==> src/rtl/mem_stage.sv <==
// MEM pipeline stage: holds one EX entry, waits for load data, feeds WB.
// Ports: clk, reset (sync, active-low), EX/WB valid-allow handshake,
//   data SRAM response (rdata/data_ok), WB bus, ID forward, load-busy.
module mem_stage (
  input  logic        clk,
  input  logic        reset,
  input  logic        WB_allow,
  output logic        MEM_allow,
  input  logic        EX_to_MEM_valid,
  input  logic [70:0] EX_to_MEM_bus,
  input  logic [31:0] data_sram_rdata,
  input  logic        data_sram_data_ok,
  output logic        MEM_to_WB_valid,
  output logic [69:0] MEM_to_WB_bus,
  output logic [37:0] MEM_to_ID_forward,
  output logic        MEM_to_ID_load_busy
);

  typedef enum logic [1:0] {
    IDLE = 2'd0,
    WAIT = 2'd1,
    HOLD = 2'd2
  } state_t;

  state_t      state;
  logic [70:0] MEM_bus_reg;
  logic        MEM_valid;
  logic [31:0] rdata_buf;

  logic        is_load;
  logic        gr_we;
  logic [4:0]  dest;
  logic [31:0] alu_result;
  logic [31:0] pc;
  logic        MEM_ready_go;
  logic [31:0] final_result;
  logic        accept;
  logic        accept_load;
  logic        data_hit;

  assign is_load    = MEM_bus_reg[70];
  assign gr_we      = MEM_bus_reg[69];
  assign dest       = MEM_bus_reg[68:64];
  assign alu_result = MEM_bus_reg[63:32];
  assign pc         = MEM_bus_reg[31:0];

  // data_ok only counts while a load is actually waiting
  assign data_hit = (state == WAIT) && data_sram_data_ok;

  always_comb begin
    MEM_ready_go = 1'b1;
    final_result = alu_result;
    if (is_load) begin
      unique case (state)
        HOLD: begin
          MEM_ready_go = 1'b1;
          final_result = rdata_buf;
        end
        WAIT: begin
          MEM_ready_go = data_sram_data_ok;
          final_result = data_sram_rdata;
        end
        default: begin
          MEM_ready_go = 1'b0;
          final_result = alu_result;
        end
      endcase
    end
  end

  assign MEM_allow   = !MEM_valid || (MEM_ready_go && WB_allow);
  assign accept      = EX_to_MEM_valid && MEM_allow;
  assign accept_load = accept && EX_to_MEM_bus[70];

  assign MEM_to_WB_valid     = MEM_valid && MEM_ready_go;
  assign MEM_to_WB_bus       = {gr_we, dest, final_result, pc};
  assign MEM_to_ID_forward   = {gr_we & MEM_valid,
                                dest & {5{MEM_valid}},
                                final_result};
  assign MEM_to_ID_load_busy = MEM_valid && is_load && !MEM_ready_go;

  always_ff @(posedge clk) begin
    if (!reset) begin
      MEM_valid   <= 1'b0;
      MEM_bus_reg <= '0;
      rdata_buf   <= '0;
      state       <= IDLE;
    end else begin
      if (MEM_allow) MEM_valid <= EX_to_MEM_valid;
      if (accept) MEM_bus_reg <= EX_to_MEM_bus;
      if (data_hit) rdata_buf <= data_sram_rdata;

      // a newly accepted load always restarts the wait
      if (accept_load) begin
        state <= WAIT;
      end else begin
        unique case (state)
          WAIT: if (data_hit) state <= WB_allow ? IDLE : HOLD;
          HOLD: if (WB_allow) state <= IDLE;
          default: state <= IDLE;
        endcase
      end
    end
  end

endmodule

==> config.mk <==
export PLATFORM = sky130hd
export DESIGN_NAME = mem_stage
export DESIGN_NICKNAME = d
export VERILOG_FILES = /design/src/rtl/mem_stage.sv
export SDC_FILE = /design/constraint.sdc
export NUM_CORES = 1
export LEC_CHECK = 0
export ABC_AREA = 1
export BUFFER_PORTS_ARGS = -buffer_cell sky130_fd_sc_hd__buf_2
export CORE_MARGIN = 1
export CORE_UTILIZATION = 45
export CTS_CLUSTER_DIAMETER = 60
export DETAILED_ROUTE_END_ITERATION = 16
export GPL_ROUTABILITY_DRIVEN = 0
export PLACE_DENSITY = 0.75
export SLEW_MARGIN = 20
export SYNTH_ARGS = -nofsm -noshare
export SYNTH_HDL_FRONTEND = slang
export SYNTH_SLANG_ARGS = --single-unit
==> constraint.sdc <==
create_clock -name clk -period 2.3 [get_ports clk]
set_clock_uncertainty 0.1 [all_clocks]
set_input_delay 0.46 -clock clk [delete_from_list [all_inputs] [get_ports clk]]
set_output_delay 0.46 -clock clk [all_outputs]
set_load 0.05 [all_outputs]
==> results.yml, run 1 <==
logic_synthesis:
  ys_ff_latch: 106
  synth.net_count: 895
  synth_edf_count: 0
  synth_area_sq_um: 5290
  ys_warn_count: 0
  yosysMostFrequentCell: "nor2_1"
  ys_types: 21
  synthCells: 785
  synthArstFlopShare: 0
  synth.top_cells.by_count: "nor2_1, nand2_1, dfxtp_1, inv_1, buf_4"
  synth_area_leader_cell: "dfxtp_1"
  syn_avg_cell_area_sq_um: 6.74
  synth.area.top_cells: "dfxtp_1, nor2_1, buf_4, nand2_1, inv_1"
  synth_top_area_frac: 0.401
  ys.flop_type: "dfxtp_1"
  seq_area_frac_synth: 0.401
clocking:
  clock_latency_ns: 0.34
  cts_buffer_depth: 2
  htree_levels: 3
  clockRootBuffer: "clkbuf_16"
  cts_buffers: 9
  clk_pin_slew_ns: 0.07
  cts_tree: "yes"
  cts.sinks: 106
floorplan:
  die-area_sq_um: 12200
  die_h_microns: 110
  boundaryPins: 219
  initial_utilization: 0.463
  core_area_sq_um: 11400
  std_cell_rows: 39
  dieWidth_microns: 110
finish:
  fin_cells: 1097
  final_core_util: 0.703
  layout.nets: 1058
  drive_above_1_share: 0.377
  nFillCells: 900
  syn2layout_area_growth_pct: 51.8
  largest_reg_flops: 71
timing:
  rsz0062_at_grt: "yes"
  final.period_utilization: 1.06
  min_period_ns: 2.45
  slew_headroom: 0.756
  holdWs_ns: 0.236
  tightestPinTransition_ns: 0.366
  fmax_mhz: 409
  drv_slew: 0
  hold_violations: 0
  setup_slack_ns: -0.146
  setup_viol: 64
  timing.setup.tns_ns: -5.60
drt:
  wirelength_microns: 14900
  wl_per_cell_microns: 13.6
  drt_pass1_iterations: 4
  drt_iter0_markers: 228
  antenna_left: 0
  dr_total_vias: 5178
  drc: 0
  viasPerCell: 4.72
global_route:
  grt_pass1_vias: 4880
  grt_usage: 0.238
  grt_pass1_wl_microns: 23500
  grt_start_max_net_pins: 65
  grt.overflow.total: 0
  antenna_found_initial: 1
run_status:
  violations: "setup timing"
  status: "complete, but fails checks"
power_and_ir_drop:
  power_frac_seq: 0.393
  p_int_mw: 3.34
  powerDensity_nw_per_um2: 642
  vdd_ir_drop_max_uv: 424
  swShare: 0.353
  p_sw_mw: 1.82
  combinationalPowerShare: 0.319
  leakage_nw: 4.00
  power_mw: 5.16
  clkPwrFrac: 0.288
placement:
  io_buffers: 218
  hpwl_microns: 9100
  place_inst: 1063
setup_path:
  critPathKind: "flip-flop to output pin"
  start_kind: "flip-flop"
  cp_data_required_time_ns: 1.74
  worstPathArrival_ns: 1.89
  end_kind: "output pin"
  path_max_fanout: 8
worst_hold_path:
  hold_path_class: "input port to flip-flop"
run:
  maxCapViolCount: 0
-- final timing paths --
path                                              startpoint                           end  slack (ns)  cells past startpoint
worst min register to register  MEM_bus_reg[20]$_SDFFE_PN0P_  MEM_bus_reg[20]$_SDFFE_PN0P_        0.41                      4
worst max register to register         state[1]$_SDFFE_PP0P_  MEM_bus_reg[50]$_SDFFE_PN0P_        0.39                     12
worst max-delay path                   state[0]$_SDFFE_PN0P_          MEM_to_ID_forward[3]       -0.15                      9
worst min-delay path                        EX_to_MEM_bus[5]   MEM_bus_reg[5]$_SDFFE_PN0P_        0.24                      3
-- logic make-up (layout without fill, tap and decap cells) --
logic type / count (synthesis) / after routing / synth area share
flip-flops: 106 / 106 / 0.401
other: 0 / 1 / 0
AO/OA/AOI/OAI: 101 / 101 / 0.118
AND/OR/NAND/NOR: 367 / 367 / 0.266
adder cells (fa/ha/maj): 2 / 2 / 0.00473
buffers and inverters: 209 / 377 / 0.210
-- stage by stage --
step | worst slack [ns] | cell area [sq um]
6_report | -0.146 | 8030
5_1_grt | -0.250 | 8030
4_1_cts | -0.111 | 7840
3_5_place_dp | -0.100 | 6570
3_3_place_gp | -0.0624 | 6570
2_1_floorplan | -0.0990 | 5840
-- cell type report --
class	instances	area, sq um	area share
flip-flops and latches	106	2120	0.265
diodes	1	2.50	0.000312
inverters	92	353	0.0440
clock buffers	14	274	0.0341
well taps	143	179	0.0223
multi-input cells	470	2900	0.362
clock inverters	2	10.0	0.00125
repair buffers	269	2180	0.272
-- power by group through the flow --
stage          clock, mW  combinational, mW  sequential [mW]
2_1_floorplan          0               1.27             2.04
3_3_place_gp           0               1.40             2.05
3_5_place_dp           0               1.41             2.06
4_1_cts             1.52               1.62             2.02
5_1_grt             1.60               1.75             2.04
6_report            1.49               1.64             2.03
-- cell usage in the layout, fill, tap and decap left out, types with 24 or more instances in the layout --
| cell type | instances |
|---|---|
| nand2_1 | 154 |
| buf_2 | 150 |
| o21ai_0 | 33 |
| dfxtp_1 | 104 |
| a221oi_4 | 24 |
| nor2_1 | 204 |
| buf_6 | 70 |
| a21oi_4 | 31 |
| inv_1 | 88 |
| buf_4 | 29 |
-- layer usage --
layer | vias to the layer above | GRT usage | part of all wire
li1 | 2676 | - | -
met1 | 2309 | 0.273 | 0.41
met2 | 169 | 0.437 | 0.53
met3 | 24 | 0.0401 | 0.046
met4 | 0 | 0.0942 | 0.022
met5 | - | 0 | 0
-- repair_timing --
action                                  4_1_cts  5_1_grt
hold endpoints to repair                      0        0
setup buffers                                 6        7
endpoints found under the setup margin       66       67
hold buffers                                  0        0
cloned                                        4        0
pin swaps                                    12        1
gates resized for setup                     195       16
-- critical path, stage by stage, from the launching register on --
cell	delay [ns]
dfxtp_2	0.33
inv_2	0.04
ha_4	0.22
nor2_4	0.15
inv_8	0.10
buf_16	0.16
a221oi_2	0.19
buf_4	0.16
a21oi_4	0.04
buf_6	0.15
Power figures use the tool's default switching activity.
==> inputs of run 2 (changes only) <==
==> constraint.sdc (replaced) <==
create_clock -name clk -period 2.3 [get_ports clk]
set_clock_uncertainty 0.1 [all_clocks]
set_input_delay 0.46 -clock clk [delete_from_list [all_inputs] [get_ports clk]]
set_output_delay 0.46 -clock clk [all_outputs]
set_load 0.1 [all_outputs]
==> results.yml, run 2 (synthesis gave the netlist of run 1 again) <==
run_status:
  status: "complete, but fails checks"
  violations: "setup timing"
finish:
  final_common_cell: "nor2_1"
  syn2layout_area_growth_pct: 61.5
  fin_cells: 1089
  fin_area_sq_um: 8540
  drive_above_1_share: 0.378
  final_cell_mix: "nor2_1, nand2_1, buf_2"
  layout.nets: 1050
  largest_reg_flops: 71
global_route:
  grt_start_max_net_pins: 57
  grt_pass1_wl_microns: 25000
  grt_pass1_vias: 5166
  grt.overflow.total: 0
  grt_usage: 0.253
  antenna_found_initial: 1
timing:
  setup_slack_ns: -0.163
  holdWs_ns: 0.239
  rsz0062_at_grt: "yes"
  hold_violations: 0
  setup_viol: 65
  min_period_ns: 2.46
  slew_headroom: 0.668
  fmax_mhz: 406
  drv_slew: 0
  final.period_utilization: 1.07
  tightestPinTransition_ns: 0.501
setup_path:
  slowest_delay_ns: 0.33
  worstPathCellList: "inv_2 > ha_4 > nor2_4 > buf_12 > inv_12 > buf_8 > a221oi_4 > a21oi_4 > buf_12"
  cp_data_required_time_ns: 1.74
  reg2reg_from: "state[1]$_SDFFE_PP0P_"
  path_max_fanout: 7
  start_kind: "flip-flop"
  crit_slowest_cell: "dfxtp_2"
  path_delay_family: "buffers and inverters"
  critPathKind: "flip-flop to output pin"
  end_kind: "output pin"
  path_common_cell: "buf_12"
  crit_start: "state[0]$_SDFFE_PN0P_"
  crit_buf_inv: 5
  worstPathArrival_ns: 1.90
power_and_ir_drop:
  clkPwrFrac: 0.277
  leakage_nw: 4.14
  powerDensity_nw_per_um2: 738
  power_frac_seq: 0.322
  p_int_mw: 3.78
  combinationalPowerShare: 0.401
  swShare: 0.401
  p_sw_mw: 2.52
  vdd_ir_drop_max_uv: 544
placement:
  place_inst: 1052
  hpwl_microns: 9710
  pre_cts_slack_ns: -0.156
  io_buffers: 218
  placed_cell_area_sq_um: 7420
clocking:
  cts.sinks: 106
  cts_buffer_depth: 2
  clk_pin_slew_ns: 0.07
  clock_latency_ns: 0.34
  htree_levels: 3
  cts_buffers: 9
  clockRootBuffer: "clkbuf_16"
  cts_tree: "yes"
floorplan:
  dieWidth_microns: 110
  die_h_microns: 110
  std_cell_rows: 39
  boundaryPins: 219
  initial_utilization: 0.463
  die-area_sq_um: 12200
  core_area_sq_um: 11400
drt:
  antenna_left: 0
  dr_total_vias: 5326
  drc: 0
  wl_per_cell_microns: 14.5
  viasPerCell: 4.89
  wirelength_microns: 15800
  drt_iter0_markers: 258
  drt_pass1_iterations: 4
run:
  maxCapViolCount: 0
worst_hold_path:
  hp-start: "EX_to_MEM_bus[56]"
  hold_path_class: "input port to flip-flop"
run 2: cell types whose count changed in the layout (fill, tap and decap cells not counted), moves of 6 or more:
cell      before  now
buf_6         70    3
buf_12        12   78
buf_4         29   15
a221oi_2       7   16
a221oi_4      24   15
buf_8          3    9
run 2: power by group through the flow:
stage | registers [mW] | logic [mW] | clock network [mW]
after floorplan | 2.04 | 2.03 | 0
after global placement | 2.05 | 2.43 | 0
after detailed placement | 2.06 | 2.45 | 0
after CTS | 2.02 | 2.52 | 1.77
after global routing | 2.04 | 2.63 | 1.85
final | 2.03 | 2.53 | 1.75
run 2: timing repair:
| action | CTS | global route |
|---|---|---|
| setup buffers | 13 | 1 |
| gates cloned | 6 | 0 |
| setup endpoints to repair | 67 | 68 |
| pin swaps | 15 | 11 |
| resized for setup | 83 | 11 |
| hold buffers | 0 | 0 |
run 2: tightest hold or removal path: stages:
cell    delay (ns)
buf_2         0.07
nor2_1        0.03
nor2_1        0.08
run 2: stage by stage:
| stage | util | power [mW] | TNS [ns] |
|---|---|---|---|
| CTS | 0.739 | 6.31 | -9.05 |
| detailed placement | 0.650 | 4.51 | -5.20 |
| global placement | 0.650 | 4.48 | -4.03 |
| global route | 0.748 | 6.52 | -11.58 |
| floorplan | - | 4.07 | -4.74 |
| finish | 0.748 | 6.30 | -7.27 |
run 2: path summary, 6_finish.rpt:
path	to	slack [ns]	cells past startpoint
worst max-delay path	MEM_to_ID_forward[22]	-0.16	9
worst min-delay path	MEM_bus_reg[56]$_SDFFE_PN0P_	0.24	3
worst max register to register	MEM_bus_reg[52]$_SDFFE_PN0P_	0.08	14
worst min register to register	rdata_buf[30]$_SDFFE_PN0P_	0.40	2
run 2: layout make-up:
class | count | area, sq um
Fill cell | 822 | 2880
Antenna cell | 1 | 2.50
Inverter | 92 | 360
Tap cell | 143 | 179
Sequential cell | 106 | 2120
Timing Repair Buffer | 256 | 2630
Timing Repair inverter | 5 | 65.1
Clock inverter | 5 | 103
Multi-Input combinational cell | 470 | 2850
Clock buffer | 11 | 233
run 2: metal layers:
layer | routed length (microns) | vias up | GRT usage | part of all wire
met2 | 8060 | 197 | 0.457 | 0.51
met4 | 380 | 0 | 0.0880 | 0.024
li1 | - | 2656 | - | -
met1 | 6300 | 2444 | 0.287 | 0.40
met5 | 0 | - | 0 | 0
met3 | 1020 | 29 | 0.0615 | 0.064
==> inputs of run 3 (changes only) <==
Settings changed: SETUP_SLACK_MARGIN set to 0.5.
==> results.yml, run 3 (synthesis gave the netlist of run 1 again) <==
run_status:
  status: "complete, but fails checks"
  violations: "setup timing"
drt:
  viasPerCell: 5.30
  drt_iter0_markers: 421
  drt_pass1_iterations: 5
  wirelength_microns: 21800
  dr_total_vias: 5986
  wl_per_cell_microns: 19.3
  antenna_left: 0
  drc: 0
placement:
  hpwl_microns: 10200
  place_inst: 1049
  io_buffers: 218
global_route:
  antenna_found_initial: 2
  grt_pass1_wl_microns: 29900
  grt_pass1_vias: 5813
  grt.overflow.total: 0
  grt_usage: 0.308
  grt_start_max_net_pins: 41
setup_path:
  end_kind: "output pin"
  start_kind: "flip-flop"
  critPathKind: "flip-flop to output pin"
  worstPathArrival_ns: 1.98
  path_max_fanout: 8
  cp_data_required_time_ns: 1.74
power_and_ir_drop:
  swShare: 0.428
  clkPwrFrac: 0.229
  powerDensity_nw_per_um2: 652
  p_sw_mw: 2.78
  combinationalPowerShare: 0.456
  power_frac_seq: 0.315
  vdd_ir_drop_max_uv: 671
  power_mw: 6.49
  p_int_mw: 3.71
  leakage_nw: 4.61
run:
  maxCapViolCount: 0
clocking:
  clk_pin_slew_ns: 0.08
  clockRootBuffer: "clkbuf_16"
  cts_buffers: 9
  cts.sinks: 106
  ctsHoldBuffers: 0
  htree_levels: 3
  cts_buffer_depth: 2
  clock_latency_ns: 0.35
  cts_tree: "yes"
finish:
  final_common_cell: "nand2_1"
  syn2layout_area_growth_pct: 88.0
  drive_above_1_share: 0.496
  layout.nets: 1088
  largest_reg_flops: 71
  fin_cells: 1129
  final_core_util: 0.871
  final_cell_mix: "nand2_1, buf_2, nor2_1"
timing:
  timing.setup.tns_ns: -12.13
  holdWs_ns: 0.228
  slew_headroom: 0.649
  min_period_ns: 2.54
  fmax_mhz: 393
  setup_slack_ns: -0.244
  final.period_utilization: 1.11
  hold_violations: 0
  rsz0062_at_grt: "yes"
  tightestPinTransition_ns: 0.530
  setup_viol: 67
  drv_slew: 0
floorplan:
  dieWidth_microns: 110
  die_h_microns: 110
  std_cell_rows: 39
  die-area_sq_um: 12200
  initial_utilization: 0.463
  core_area_sq_um: 11400
  boundaryPins: 219
worst_hold_path:
  hold_path_class: "input port to flip-flop"
## run 3: timing repair
item | in CTS | in global routing
gates resized for setup | 126 | 123
pin swaps | 13 | 21
setup buffers | 24 | 10
hold endpoints to repair | 0 | 0
gates cloned | 19 | 8
endpoints found under the setup margin | 170 | 177
## run 3: metrics by stage
stage | setup slack (ns) | area (sq um)
6_report | -0.244 | 9940
5_1_grt | -0.278 | 9940
4_1_cts | -0.232 | 9200
3_5_place_dp | -0.0471 | 7530
3_3_place_gp | 0.125 | 7530
2_1_floorplan | -0.136 | 6320
## run 3: routing by layer
| metal | global-route usage | vias up | part of all wire |
|---|---|---|---|
| li1 | - | 2749 | - |
| met1 | 0.356 | 2808 | 0.37 |
| met2 | 0.542 | 341 | 0.50 |
| met3 | 0.0648 | 88 | 0.077 |
| met4 | 0.144 | 0 | 0.047 |
| met5 | 0 | - | 0 |
## run 3: worst max-delay path, cell delays in order (launching register included)
cell and delay [ns]:
dfxtp_2 0.39, ha_4 0.23, nor2_4 0.17, inv_8 0.11
buf_16 0.16, buf_8 0.14, a21oi_4 0.21, buf_12 0.21
## run 3: power groups by stage
stage	Combinational, mW	Sequential, mW	Clock [mW]
floorplan	2.05	2.04	0
global route	3.05	2.05	1.58
global placement	2.44	2.05	0
detailed placement	2.46	2.06	0
CTS	2.78	2.02	1.47
finish	2.96	2.04	1.49
## run 3: final timing paths
path / from / end / slack [ns] / cells past startpoint
worst max-delay path: state[1]$_SDFFE_PP0P_ / MEM_to_WB_bus[47] / -0.24 / 7
worst min-delay path: EX_to_MEM_bus[14] / MEM_bus_reg[14]$_SDFFE_PN0P_ / 0.23 / 3
worst max register to register: state[0]$_SDFFE_PN0P_ / MEM_bus_reg[37]$_SDFFE_PN0P_ / 0.08 / 15
worst min register to register: rdata_buf[26]$_SDFFE_PN0P_ / rdata_buf[26]$_SDFFE_PN0P_ / 0.41 / 2
## run 3: area by class of cell
class | count | area (sq um)
clock inverter | 7 | 52.6
tap | 143 | 179
inverter | 92 | 367
fill | 572 | 1480
clock buffer | 9 | 225
sequential | 106 | 2130
timing repair buffer | 299 | 3620
multi-input combinational | 470 | 3360
antenna | 3 | 7.51
